## src/rtl/pipeline_ctrl_pkg.sv

```systemverilog
// Shared types and constants for the pipeline sequencing controller.
package pipeline_ctrl_pkg;

  typedef enum logic [1:0] {
    StBoot,
    StRun,
    StMemWait,
    StHalt
  } ctrl_state_e;

  localparam logic [31:0] RESET_PC_DEFAULT = 32'h0000_0000;
  localparam logic [4:0]  REG_ZERO         = 5'd0;
  localparam int unsigned NUM_REGS         = 32;

endpackage

```

## src/rtl/pipeline_ctrl_reg_scoreboard.sv

```systemverilog
// Per-register pending-write scoreboard.
// Ports:
//   i_clk, i_rst_n          clock, async active-low reset
//   i_inc, i_inc_rd         issue of a register-writing instruction to i_inc_rd
//   i_dec, i_dec_rd         commit of a register write to i_dec_rd
//   i_rd_a, i_rd_b          combinational lookup registers
//   o_pend_a, o_pend_b      lookup register has at least one write in flight
module reg_scoreboard
  import pipeline_ctrl_pkg::*;
#(
  parameter int unsigned SB_W = 2
) (
  input  logic       i_clk,
  input  logic       i_rst_n,
  input  logic       i_inc,
  input  logic [4:0] i_inc_rd,
  input  logic       i_dec,
  input  logic [4:0] i_dec_rd,
  input  logic [4:0] i_rd_a,
  input  logic [4:0] i_rd_b,
  output logic       o_pend_a,
  output logic       o_pend_b
);

  localparam logic [SB_W-1:0] CntMax = '1;

  logic [SB_W-1:0]     r_cnt [NUM_REGS];
  logic [SB_W-1:0]     w_cnt_d [NUM_REGS];
  logic [NUM_REGS-1:0] w_up, w_dn, w_full, w_empty;
  logic                w_overflow, w_underflow;

  // x0 never receives an increment, so its counter stays at zero forever.
  assign w_up = (i_inc && (i_inc_rd != REG_ZERO)) ? (32'd1 << i_inc_rd) : '0;
  assign w_dn = (i_dec && (i_dec_rd != REG_ZERO)) ? (32'd1 << i_dec_rd) : '0;

  always_comb begin
    for (int i = 0; i < NUM_REGS; i++) begin
      w_full[i]  = (r_cnt[i] == CntMax);
      w_empty[i] = (r_cnt[i] == '0);
      w_cnt_d[i] = r_cnt[i];
      // Simultaneous inc and dec on one register cancel out.
      if (w_up[i] && !w_dn[i] && !w_full[i]) begin
        w_cnt_d[i] = r_cnt[i] + 1'b1;
      end else if (w_dn[i] && !w_up[i] && !w_empty[i]) begin
        w_cnt_d[i] = r_cnt[i] - 1'b1;
      end
    end
  end

  always_ff @(posedge i_clk or negedge i_rst_n) begin
    if (!i_rst_n) begin
      for (int i = 0; i < NUM_REGS; i++) begin
        r_cnt[i] <= '0;
      end
    end else begin
      for (int i = 0; i < NUM_REGS; i++) begin
        r_cnt[i] <= w_cnt_d[i];
      end
    end
  end

  assign o_pend_a = (r_cnt[i_rd_a] != '0);
  assign o_pend_b = (r_cnt[i_rd_b] != '0);

  // Counters saturate in hardware; reaching a limit means upstream logic is broken.
  assign w_overflow  = |(w_up & ~w_dn & w_full);
  assign w_underflow = |(w_dn & ~w_up & w_empty);

  sb_no_overflow_a : assert property (@(posedge i_clk) disable iff (!i_rst_n) !w_overflow);
  sb_no_underflow_a : assert property (@(posedge i_clk) disable iff (!i_rst_n) !w_underflow);

endmodule

```

## src/rtl/pipeline_ctrl.sv

```systemverilog
// Sequencing controller for the in-order fetch/decode/exec/writeback pipeline.
// Owns the PC, the pending-write scoreboard and the stage enables. Exec reads
// the register file without forwarding, so decode is held until every source
// register it reads has no write in flight.
// Ports:
//   i_clk, i_rst_n                  clock, async active-low reset
//   i_imem_valid                    fetch data valid for o_pc
//   i_id_*                          decoded instruction fields in the decode register
//   i_ex_redirect, i_ex_target      taken branch/jump resolved in exec
//   i_dmem_req, i_dmem_ack          exec memory access and its completion
//   i_wb_*                          writeback commit
//   i_halt_req                      ECALL/EBREAK in exec
//   o_pc                            fetch address
//   o_if_en, o_id_flush             decode register load / clear
//   o_issue, o_ex_bubble            exec register loads instruction / NOP
//   o_wb_en                         writeback register load
//   o_halted, o_misalign_err        core stopped / sticky misaligned target
//   o_stall_cnt                     cycles decode was held
module pipeline_ctrl
  import pipeline_ctrl_pkg::*;
#(
  parameter logic [31:0] RESET_PC = RESET_PC_DEFAULT,
  parameter int unsigned SB_W     = 2
) (
  input  logic        i_clk,
  input  logic        i_rst_n,
  input  logic        i_imem_valid,
  input  logic        i_id_valid,
  input  logic [4:0]  i_id_rs1,
  input  logic [4:0]  i_id_rs2,
  input  logic        i_id_use_rs1,
  input  logic        i_id_use_rs2,
  input  logic [4:0]  i_id_rd,
  input  logic        i_id_rd_we,
  input  logic        i_ex_redirect,
  input  logic [31:0] i_ex_target,
  input  logic        i_dmem_req,
  input  logic        i_dmem_ack,
  input  logic        i_wb_valid,
  input  logic [4:0]  i_wb_rd,
  input  logic        i_wb_rd_we,
  input  logic        i_halt_req,
  output logic [31:0] o_pc,
  output logic        o_if_en,
  output logic        o_id_flush,
  output logic        o_issue,
  output logic        o_ex_bubble,
  output logic        o_wb_en,
  output logic        o_halted,
  output logic        o_misalign_err,
  output logic [31:0] o_stall_cnt
);

  ctrl_state_e r_state, w_state_d;
  logic [31:0] r_pc, w_pc_d;
  logic [31:0] r_stall_cnt;
  logic        r_misalign, w_misalign_d;
  logic        r_drain, w_drain_d;
  logic        w_stall;
  logic        w_pend1, w_pend2, w_hazard;

  reg_scoreboard #(
    .SB_W(SB_W)
  ) u_sb (
    .i_clk    (i_clk),
    .i_rst_n  (i_rst_n),
    .i_inc    (o_issue && i_id_rd_we),
    .i_inc_rd (i_id_rd),
    .i_dec    (i_wb_valid && i_wb_rd_we),
    .i_dec_rd (i_wb_rd),
    .i_rd_a   (i_id_rs1),
    .i_rd_b   (i_id_rs2),
    .o_pend_a (w_pend1),
    .o_pend_b (w_pend2)
  );

  // Registered counts only: a commit in this cycle does not release the stall until next cycle.
  assign w_hazard = i_id_valid &&
                    ((i_id_use_rs1 && (i_id_rs1 != REG_ZERO) && w_pend1) ||
                     (i_id_use_rs2 && (i_id_rs2 != REG_ZERO) && w_pend2));

  always_comb begin
    w_state_d    = r_state;
    w_pc_d       = r_pc;
    w_misalign_d = r_misalign;
    w_drain_d    = 1'b0;
    w_stall      = 1'b0;
    o_if_en      = 1'b0;
    o_id_flush   = 1'b0;
    o_issue      = 1'b0;
    o_ex_bubble  = 1'b0;
    o_wb_en      = 1'b0;
    o_halted     = 1'b0;
    unique case (r_state)
      StBoot: w_state_d = StRun;
      StRun: begin
        if (i_halt_req) begin
          o_id_flush  = 1'b1;
          o_ex_bubble = 1'b1;
          o_wb_en     = 1'b1;
          w_state_d   = StHalt;
          w_drain_d   = 1'b1;
        end else if (i_ex_redirect) begin
          // Wrong-path decode instruction is dropped; the redirecting instruction still commits.
          o_id_flush  = 1'b1;
          o_ex_bubble = 1'b1;
          o_wb_en     = 1'b1;
          if (i_ex_target[1]) begin
            w_misalign_d = 1'b1;
            w_state_d    = StHalt;
            w_drain_d    = 1'b1;
          end else begin
            w_pc_d = {i_ex_target[31:1], 1'b0};
          end
        end else if (i_dmem_req && !i_dmem_ack) begin
          w_state_d = StMemWait;
          w_stall   = 1'b1;
        end else if (w_hazard) begin
          o_ex_bubble = 1'b1;
          o_wb_en     = 1'b1;
          w_stall     = 1'b1;
        end else begin
          o_issue     = i_id_valid;
          o_ex_bubble = !i_id_valid;
          o_wb_en     = 1'b1;
          o_if_en     = i_imem_valid;
          if (i_imem_valid) begin
            w_pc_d = r_pc + 32'd4;
          end
        end
      end
      StMemWait: begin
        if (i_dmem_ack) begin
          o_wb_en   = 1'b1;
          w_state_d = StRun;
        end else begin
          w_stall = 1'b1;
        end
      end
      StHalt: begin
        o_halted = 1'b1;
        o_wb_en  = r_drain;
      end
      default: w_state_d = StBoot;
    endcase
  end

  always_ff @(posedge i_clk or negedge i_rst_n) begin
    if (!i_rst_n) begin
      r_state     <= StBoot;
      r_pc        <= RESET_PC;
      r_stall_cnt <= '0;
      r_misalign  <= 1'b0;
      r_drain     <= 1'b0;
    end else begin
      r_state     <= w_state_d;
      r_pc        <= w_pc_d;
      r_stall_cnt <= r_stall_cnt + {31'd0, w_stall};
      r_misalign  <= w_misalign_d;
      r_drain     <= w_drain_d;
    end
  end

  assign o_pc           = r_pc;
  assign o_misalign_err = r_misalign;
  assign o_stall_cnt    = r_stall_cnt;

endmodule

```

## config.mk

```make
export PLATFORM = sky130hd
export DESIGN_NAME = pipeline_ctrl
export DESIGN_NICKNAME = d
export VERILOG_FILES = /design/src/rtl/pipeline_ctrl_pkg.sv /design/src/rtl/pipeline_ctrl_reg_scoreboard.sv /design/src/rtl/pipeline_ctrl.sv
export SDC_FILE = /design/constraint.sdc
export NUM_CORES = 1
export LEC_CHECK = 0
export ABC_AREA = 1
export ABC_CLOCK_PERIOD_IN_PS = 3000
export BUFFER_PORTS_ARGS = -buffer_cell sky130_fd_sc_hd__buf_2
export CELL_PAD_IN_SITES_DETAIL_PLACEMENT = 1
export CELL_PAD_IN_SITES_GLOBAL_PLACEMENT = 1
export CORE_MARGIN = 2
export CORE_UTILIZATION = 37
export DETAILED_ROUTE_END_ITERATION = 10
export PLACE_DENSITY_LB_ADDON = 0.3
export SYNTH_ARGS = -nofsm -noshare
export SYNTH_HDL_FRONTEND = slang
export SYNTH_SLANG_ARGS = --single-unit
export TNS_END_PERCENT = 50
```

## constraint.sdc

```tcl
create_clock -name i_clk -period 3 [get_ports i_clk]
set_input_delay 0.15 -clock i_clk [delete_from_list [all_inputs] [get_ports i_clk]]
set_output_delay 0.15 -clock i_clk [all_outputs]
set_load 0.1 [all_outputs]
```

After elaboration in Yosys (flattened, before gate mapping)
Index checks and enable logic that the tools add are counted.
Operators by class
  bitwise logic cells: 3
  shift-type cells: 2
  $add $sub $neg: 66
  reduce and logical (&&, ||, !) cells: 345
  equal/unequal tests: 41
  magnitude comparators: 2
  $mul: 0
  divide/modulo/power cells: 0
  multiplexer cells: 117
Operators by type and width (count)
  $mux 32: 7
  $mux 2: 73
  $logic_and 1x1->1: 138
  $logic_not 1->1: 130
  $reduce_bool 2->1: 35
  $eq 2x2->1 const B: 34
  $logic_not 2->1: 33
  $add 2x1->2 const B: 32
  $shl 1x5->32 const A: 2
  $sub 2x1->2 const B: 32
  $add 32x1->32: 1
  $add 32x3->32 const B: 1
  $mux 1: 32
  $bmux 2 s5: 2
  $reduce_bool 5->1: 4
  $ge 6x6->1 const B: 2
  $not 5->6: 2
  $ne 2x2->1 const B: 4
  $ne 4x4->1 const B: 2
  $reduce_and 4->1: 2
  $pmux 2 s3: 1
  $reduce_and 6->1: 1
  $pmux 1 s3: 1
  $reduce_bool 3->1: 1
  4 further kinds: 4
Word-level totals
  output and inout port bits: 71
  memories kept: 0
  memory bits (read-only): 0
  register bits: 132
  RAM bits: 0
  latch bits: 0

Longest topological paths before layout
Gate-level depths: netlist of the first run.
  word-level depth: 21
  mapped depth: 24
  depth with buffers taken out: 24

Modules after synthesis
A second synthesis of the first run with hierarchy kept.
Second synthesis, totals
  cell total of the unflattened synthesis: 1394
  area total of the unflattened synthesis: 9062.4 µm²
Modules (own cells, without submodules)
  reg_scoreboard: instances 1, seq. area each 1601.5 µm², area an instance 4663.2 µm², cells each 768
  pipeline_ctrl: instances 1, seq. area each 1651.6 µm², area an instance 4399.2 µm², cells each 626

Least setup slack after synthesis of the first run
OpenSTA, ideal clock, no wires.
  path type: register -> register
  start: register u_sb.r_cnt[22] (netlist name)
  end: register r_stall_cnt[28] (netlist: o_stall_cnt[28])
  period minus slack after synthesis: 3200 ps
  arrival: 3041 ps
  data required time: 2841 ps
  cell stages (with the launch flop): 24
  setup time: 159 ps
  slack: -200 ps
  cell sequence: dfrtp_1 inv_1 nand2_1 nand2_1 o21ai_1 nor2_1 nor2_1 nor2_1 nand2_1 nand3_1 a21boi_1 o21ai_0 nor2_1 o21a_1 ha_1 ha_1 nand2_1 nor2_1 nand4_1 nor4_1 nand4_1 nor3_2 nand2_1 xnor2_1
Between the ends
  cells in the longest elaborated chain, start to end: 13
  elaborated cells on any way between the ends: 18
  classes of those cells: add/sub (1); mux (11); reduce/logical (6)
Ends and longest elaborated chain
  from (decl): RTL line pipeline_ctrl_reg_scoreboard.sv:27  | logic [SB_W-1:0] r_cnt [NUM_REGS];
  from (signal, indexed assignment): RTL line pipeline_ctrl_reg_scoreboard.sv:57  | r_cnt[i] <= w_cnt_d[i];
  $bmux 2 s5, on equally long branches: RTL line pipeline_ctrl_reg_scoreboard.sv:62, pipeline_ctrl_reg_scoreboard.sv:63
  $mux 2, on equally long branches (2 in series): RTL line pipeline_ctrl_reg_scoreboard.sv:62, pipeline_ctrl_reg_scoreboard.sv:63
  $reduce_bool 2->1, on equally long branches: RTL line pipeline_ctrl_reg_scoreboard.sv:62, pipeline_ctrl_reg_scoreboard.sv:63
  $logic_and 1x1->1, on equally long branches: RTL line pipeline_ctrl.sv:79, pipeline_ctrl.sv:80
  $logic_or 1x1->1 *: RTL line pipeline_ctrl.sv:79  | ((i_id_use_rs1 && (i_id_rs1 != REG_ZERO) && w_pend1) ||
  $logic_and 1x1->1 *: RTL line pipeline_ctrl.sv:78  | assign w_hazard = i_id_valid &&
  $mux 1 *: RTL line pipeline_ctrl.sv:118  | end else if (w_hazard) begin
  $mux 1 *: RTL line pipeline_ctrl.sv:115  | end else if (i_dmem_req && !i_dmem_ack) begin
  $mux 1 *: RTL line pipeline_ctrl.sv:103  | end else if (i_ex_redirect) begin
  $mux 1 *: RTL line pipeline_ctrl.sv:97  | if (i_halt_req) begin
  $pmux 1 s2 *: RTL line pipeline_ctrl.sv:94  | unique case (r_state)
  $add 32x1->32 *: RTL line pipeline_ctrl.sv:158  | r_stall_cnt <= r_stall_cnt + {31'd0, w_stall};
  to (signal assigned): RTL line pipeline_ctrl.sv:158
  to (decl): RTL line pipeline_ctrl.sv:56  | logic [31:0] r_stall_cnt;
Mark *: on every way between the ends. The rest lies on a longest branch, timed or not. The select of a mux whose other input is x is not followed.
A chain may end at the register's enable or synchronous reset.

Final worst setup path of the first run
  start: register u_sb.r_cnt[54] (netlist name)
  end: register r_stall_cnt[28] (netlist: o_stall_cnt[28])
The elaborated chain is that of the path after synthesis.

==> qor.yml, run 1 <==
period_minus_slack_ns: 3.248
slowest_stage: "dfrtp_1"
root_buffer: "clkbuf_16"
die_y_microns: 161.7
ios: 136
whs_path_depth: 3
wl_per_cell_microns: 16.42
p_per_area_nw_per_um2: 668.2
yosys_warnings: 0
rows: 57
netlist_area_sq_um: 9204
r2r-start: "u_sb.r_cnt[54]"
firstDrtPassIters: 4
grt_pass1_wl_mm: 53.36
synth.area.top_cells: "dfrtp_1 35%, nand2_1 17%, inv_1 8.5%"
path_depth: 23
io_buffer_count: 132
status: "finished, violations left"
ir_drop_uv: 1014
grt.overflow.total: 0
synth-seq-cells: 130
worstHoldStart: "i_ex_target[30]"
critPathCaptureType: "register"
cp.required_ns: 3.31
drt_iter0_markers: 528
syn_inst: 1412
cp-start-kind: "register"
diodes: 0
grt_use_total: 0.2530
max_slew_margin: 0.5099
drv_cap: 0
area_delta_synth_final_pct: 33.69
nFillCells: 3276
max_freq_mhz: 307.9
path_buf_inv: 0
r2r-end: "o_stall_cnt[28]"
stdcell_area_sq_um: 12300
nets: 1765
slowest_delay_ns: 0.41
worst_slew_pin_slew_ns: 0.7344
post-route-period-util: 1.083
path_class: "register to register"
yosysSeqAreaShare: 0.3535
cts_buffer_depth: 2
clock_latency_ns: 0.43
finalHoldViolCount: 0
ant_nets: 0
worst_slack_ns: -0.2477
synth_cell_types: 40
crit_family: "simple AND/OR/NAND/NOR gates"
synth.top_cell.area_share: 0.3535
grt_pass1_vias: 10950
die_area_sq_um: 26150
grt_max_degree: 82
holdPathEnd: "o_pc[30]"
place_hpwl_mm: 24.22
cp_max_fo: 3
avgSynthCellArea_sq_um: 6.518
crit_chain: "nor2_4, nor2_1, nor2_1, nand2_1, nand2_1, nand2_1, nor2_2, nand2_2, nand3_4, a21boi_4, o21ai_2, nor2_1, o21a_1, ha_4, ha_4, nand2_4, nor2_4, nand4_1, nor4_4, nand4_1, nor3_2, nand2_1, xnor2_1"
leakagePower_nw: 6.416
drive_gt1_frac: 0.2386
cts_buffers: 17
slew_viol_final: 0
layout_common_cells: "411 x nand2_1, 202 x inv_1, 156 x buf_4"
cts.sinks: 130
setup_viol: 9
clock_skew_ns: 0.01343
hold_path_class: "input pin to register"
cp_data_arrival_time_ns: 3.56
htreeDepth: 4
drc: 0
gp_congestion: 0.8774
dpl_cell_area_sq_um: 11060
core_area_sq_um: 24390
num_vias: 10310
drt-vias-per-instance: 5.078
r2r_cells: 23
final_common_cell: "nand2_1"
synth_area_leader_cell: "dfrtp_1"
worst-r2r-setup-slack_ns: -0.25
rsz0062_at_grt: "yes"
dieWidth_microns: 161.7
antenna_found_initial: 1
cts_tree: "built"
wl_mm: 33.34
dp.cells: 1955
start_util: 0.3773
path_common_cell: "nand2_1"
failed_checks: "setup timing"
final_cell_count_no_fill: 2030
clkSlewWorstSetupHoldPaths_ns: 0.06
## worst max-delay path by stage
stage	slack (ns)	startpoint	to
6_report	-0.25	u_sb.r_cnt[54]	o_stall_cnt[28]
5_1_grt	-0.48	u_sb.r_cnt[60]	o_stall_cnt[28]
4_1_cts	-0.39	u_sb.r_cnt[54]	o_stall_cnt[28]
3_5_place_dp	-0.61	i_id_rs1[0]	o_stall_cnt[28]
3_3_place_gp	-0.48	i_id_rs1[1]	o_stall_cnt[28]
2_1_floorplan	-0.12	u_sb.r_cnt[22]	o_stall_cnt[28]
## synth_stat cells (all sizes together)
cell type  instances
ha                 7
a21boi             2
nand2            425
inv              212
a22oi              1
nand4             58
a21oi             41
o21bai             2
mux2i             24
o21ai             45
nor2             180
and3               1
a31o               1
conb               1
buf               21
o21a               1
nand3b             5
nor4               7
clkinv             1
xnor2             14
nor3b              3
o31ai              1
clkbuf            17
xor2              39
nor3              29
o22ai              1
nand3            143
dfrtp            130
## metrics by stage
stage | util | hold slack [ns] | power (mW) | TNS, ns | setup slack [ns]
3_5_place_dp | 0.4535 | 0.1438 | 5.967 | -5.063 | -0.6133
5_1_grt | 0.5045 | 0.04143 | 8.631 | -3.750 | -0.4814
2_1_floorplan | - | -0.1456 | 5.051 | -0.1246 | -0.1230
4_1_cts | 0.4956 | 0.006869 | 8.206 | -1.848 | -0.3863
3_3_place_gp | 0.4535 | 0.1465 | 5.871 | -3.417 | -0.4788
6_report | 0.5045 | 0.01747 | 8.221 | -0.9228 | -0.2477
## flip-flops by register name, indices dropped and copies added (netlist names)
signal and cells:
u_sb.r_cnt 64, r_state 2, o_stall_cnt 32, r_drain 1, o_misalign_err 1, o_pc 30
## worst min-delay path: stages
cell     delay [ns]
buf_2          0.07
o21ai_0        0.07
o21ai_1        0.11
## cell type report
cell class | instances | area, sq um | area share
clock buffer | 18 | 439.2 | 0.03569
timing repair buffer | 299 | 1997 | 0.1623
inverter | 213 | 799.5 | 0.06498
clock inverter | 14 | 143.9 | 0.01169
tap | 324 | 405.4 | 0.03295
multi-input combinational | 1032 | 5266 | 0.4280
sequential | 130 | 3253 | 0.2644
## layer usage
layer | track usage | up-vias | wire, microns
li1 | - | 5032 | -
met1 | 0.3034 | 5031 | 14140
met2 | 0.4648 | 188 | 17150
met3 | 0.03856 | 55 | 1258
met4 | 0.08045 | 2 | 785
met5 | 0 | - | 13
## power by group
part	total, mW	switching, mW	internal, mW
Clock	2.12	0.929	1.19
Sequential	2.40	0.369	2.03
Combinational	3.70	2.85	0.853
Total	8.22	4.15	4.08
## repair_timing
action                                 4_1_cts  5_1_grt
pin swaps                                   23       40
buffers inserted                            37       13
endpoints found under the hold margin       50        0
hold buffers                                 2        0
gates resized for setup                     47       44
setup endpoints to repair                   18       22
## logic make-up (layout without fill, tap and decap cells)
family / after synthesis / after routing / share of synthesized area
mux: 24 / 24 / 0.02610
simple gates: 851 / 851 / 0.3960
compound gates: 95 / 95 / 0.05411
other cells: 1 / 2 / 0.0004074
buf+inv: 251 / 544 / 0.1100
fa+ha+maj: 7 / 7 / 0.009516
xor+xnor: 53 / 53 / 0.05044
flops: 130 / 130 / 0.3535
Power figures use the tool's default switching activity.
==> inputs of run 2 (changes only) <==
PLACE_DENSITY = 0.86   (was not set)
PLACE_DENSITY_LB_ADDON = not set   (was 0.3)
==> run 2 against run 1 <==
Compared with the run above:
- the run still ends with setup timing left
- combinational power about the same
- via count grew 2.7%
- cell area up 0.25%
- clock-buffer cell count unchanged
- sequential power hardly changed
- critical path depth unchanged
- critical path type unchanged
- register-to-register slack about the same
- non-clock buffer count rose by 6
- critical endpoint unchanged
- cell count up 0.34%
- flip-flop and latch count unchanged
- routed wire length rose by 1.8%
==> qor.yml, run 2 (synthesis results as in run 1) <==
status: "finished, violations left"
grt_max_degree: 67
ant_nets: 0
io_buffer_count: 132
slowest_stage: "dfrtp_1"
top_register: "u_sb.r_cnt"
crit_family: "simple AND/OR/NAND/NOR gates"
cts_buffers: 17
dieWidth_microns: 161.7
wl_mm: 33.93
drc: 0
failed_checks: "setup timing"
final_common_cell: "nand2_1"
area_delta_synth_final_pct: 34.03
num_vias: 10590
drt-vias-per-instance: 5.196
p_seq_frac: 0.291
combPwrFrac: 0.447
grt_use_total: 0.2524
nFillCells: 3265
critPathCaptureType: "register"
cp_data_arrival_time_ns: 3.56
worst_hold_slack_ns: 0.005269
cts_tree: "built"
antenna_found_initial: 1
nets: 1771
worst_slack_ns: -0.2518
post-route-period-util: 1.084
gp_congestion: 0.9235
place_hpwl_mm: 24.05
cts.sinks: 130
grt_pass1_vias: 11060
cts_buffer_depth: 2
firstDrtPassIters: 4
r2r-end: "o_stall_cnt[28]"
crit_chain: "inv_2, nand2_2, nand2_1, o21ai_1, nor2_1, nor2_1, nor2_1, nand2_1, nand3_2, a21boi_4, o21ai_2, nor2_1, o21a_1, ha_4, ha_4, nand2_4, nor2_4, nand4_1, nor4_2, nand4_1, nor3_2, nand2_1, xnor2_1"
start_util: 0.3773
leakagePower_nw: 6.405
path_buf_inv: 1
fin_util: 0.5057
slowest_delay_ns: 0.39
clkPwrFrac: 0.261
rsz0062_at_grt: "yes"
ir_drop_uv: 872.5
cp-start-kind: "register"
rows: 57
r2r-start: "u_sb.r_cnt[20]"
cp.required_ns: 3.31
hold_path_class: "input pin to register"
core_area_sq_um: 24390
switching_share: 0.4996
internal_power_mw: 4.143
power.net_switching_mw: 4.136
whs_path_depth: 3
path_common_cell: "nor2_1"
grt.overflow.total: 0
worstHoldStart: "i_ex_target[30]"
finalHoldViolCount: 0
layout_common_cells: "412 x nand2_1, 195 x inv_1, 162 x buf_4"
worst-r2r-setup-slack_ns: -0.25
cp_max_fo: 3
ios: 136
clkSlewWorstSetupHoldPaths_ns: 0.07
largest_register_ffs: 64
drive_gt1_frac: 0.2447
clock_latency_ns: 0.43
worst_slew_pin_slew_ns: 0.7581
fin_tns_setup_ns: -0.8637
grt_pass1_wl_mm: 53.47
setup_viol: 10
die_y_microns: 161.7
path_class: "register to register"
die_area_sq_um: 26150
max_slew_margin: 0.4941
max_freq_mhz: 307.5
slew_viol_final: 0
place_ws_ns: -0.4727
period_minus_slack_ns: 3.252
clock_skew_ns: 0.01885
r2r_cells: 23
root_buffer: "clkbuf_16"
htreeDepth: 4
drt_iter0_markers: 483
p_per_area_nw_per_um2: 671.1
holdPathEnd: "o_pc[30]"
drv_cap: 0
wl_per_cell_microns: 16.66
## run 2: cell count changes in the layout (fill, tap and decap cells not counted), moves of 4 or more
cell	before	now
inv_2	10	17
inv_1	202	195
nor2_1	151	146
nor2_2	22	26
buf_4	156	162
## run 2: metal layers
| metal | GRT usage | wire length, microns | vias to the layer above |
|---|---|---|---|
| li1 | - | - | 5061 |
| met1 | 0.3012 | 13990 | 5155 |
| met2 | 0.4479 | 17270 | 280 |
| met3 | 0.03626 | 1347 | 87 |
| met4 | 0.1199 | 1308 | 2 |
| met5 | 0 | 13 | - |
## run 2: tightest hold or removal path: stages
cell     delay, ns
buf_2         0.07
o21ai_0       0.06
o21ai_1       0.11
## run 2: layout make-up
cell class	instances	area (sq um)	area share
clock inverter	14	167.7	0.01359
multi-input combinational	1032	5238	0.4246
clock buffer	18	429.2	0.03479
tap	324	405.4	0.03286
inverter	213	799.5	0.06481
timing repair buffer	305	2039	0.1653
antenna	1	2.502	0.0002029
sequential	130	3254	0.2638
## run 2: timing repair
item | CTS | global route
hold endpoints to repair | 66 | 0
hold buffers | 2 | 0
gates resized for setup | 34 | 62
buffers inserted | 35 | 24
setup endpoints to repair | 17 | 23
pin swaps | 11 | 25
## run 2: worst max-delay path by stage
| stage | from | cells after the start | endpoint |
|---|---|---|---|
| 3_3_place_gp | i_id_rs2[2] | 23 | o_stall_cnt[28] |
| 3_5_place_dp | u_sb.r_cnt[60] | 23 | o_stall_cnt[28] |
| 2_1_floorplan | u_sb.r_cnt[22] | 23 | o_stall_cnt[28] |
| 6_report | u_sb.r_cnt[20] | 23 | o_stall_cnt[28] |
| 5_1_grt | u_sb.r_cnt[20] | 23 | o_stall_cnt[28] |
| 4_1_cts | u_sb.r_cnt[52] | 23 | o_stall_cnt[28] |
## run 2: stage by stage
step	power [mW]	cells	area, sq um
finish	8.278	2037	12340
global route	8.667	2036	12330
global placement	5.819	1949	11020
CTS	8.208	2018	12040
floorplan	5.051	1413	9216
detailed placement	5.926	1949	11020
## run 2: power groups by stage
stage,registers [mW],clock network (mW),logic (mW)
after floorplan,3.81,0,1.24
after global placement,2.39,0,3.43
after detailed placement,2.41,0,3.51
after CTS,2.39,2.20,3.61
after global routing,2.46,2.28,3.93
final,2.41,2.16,3.70
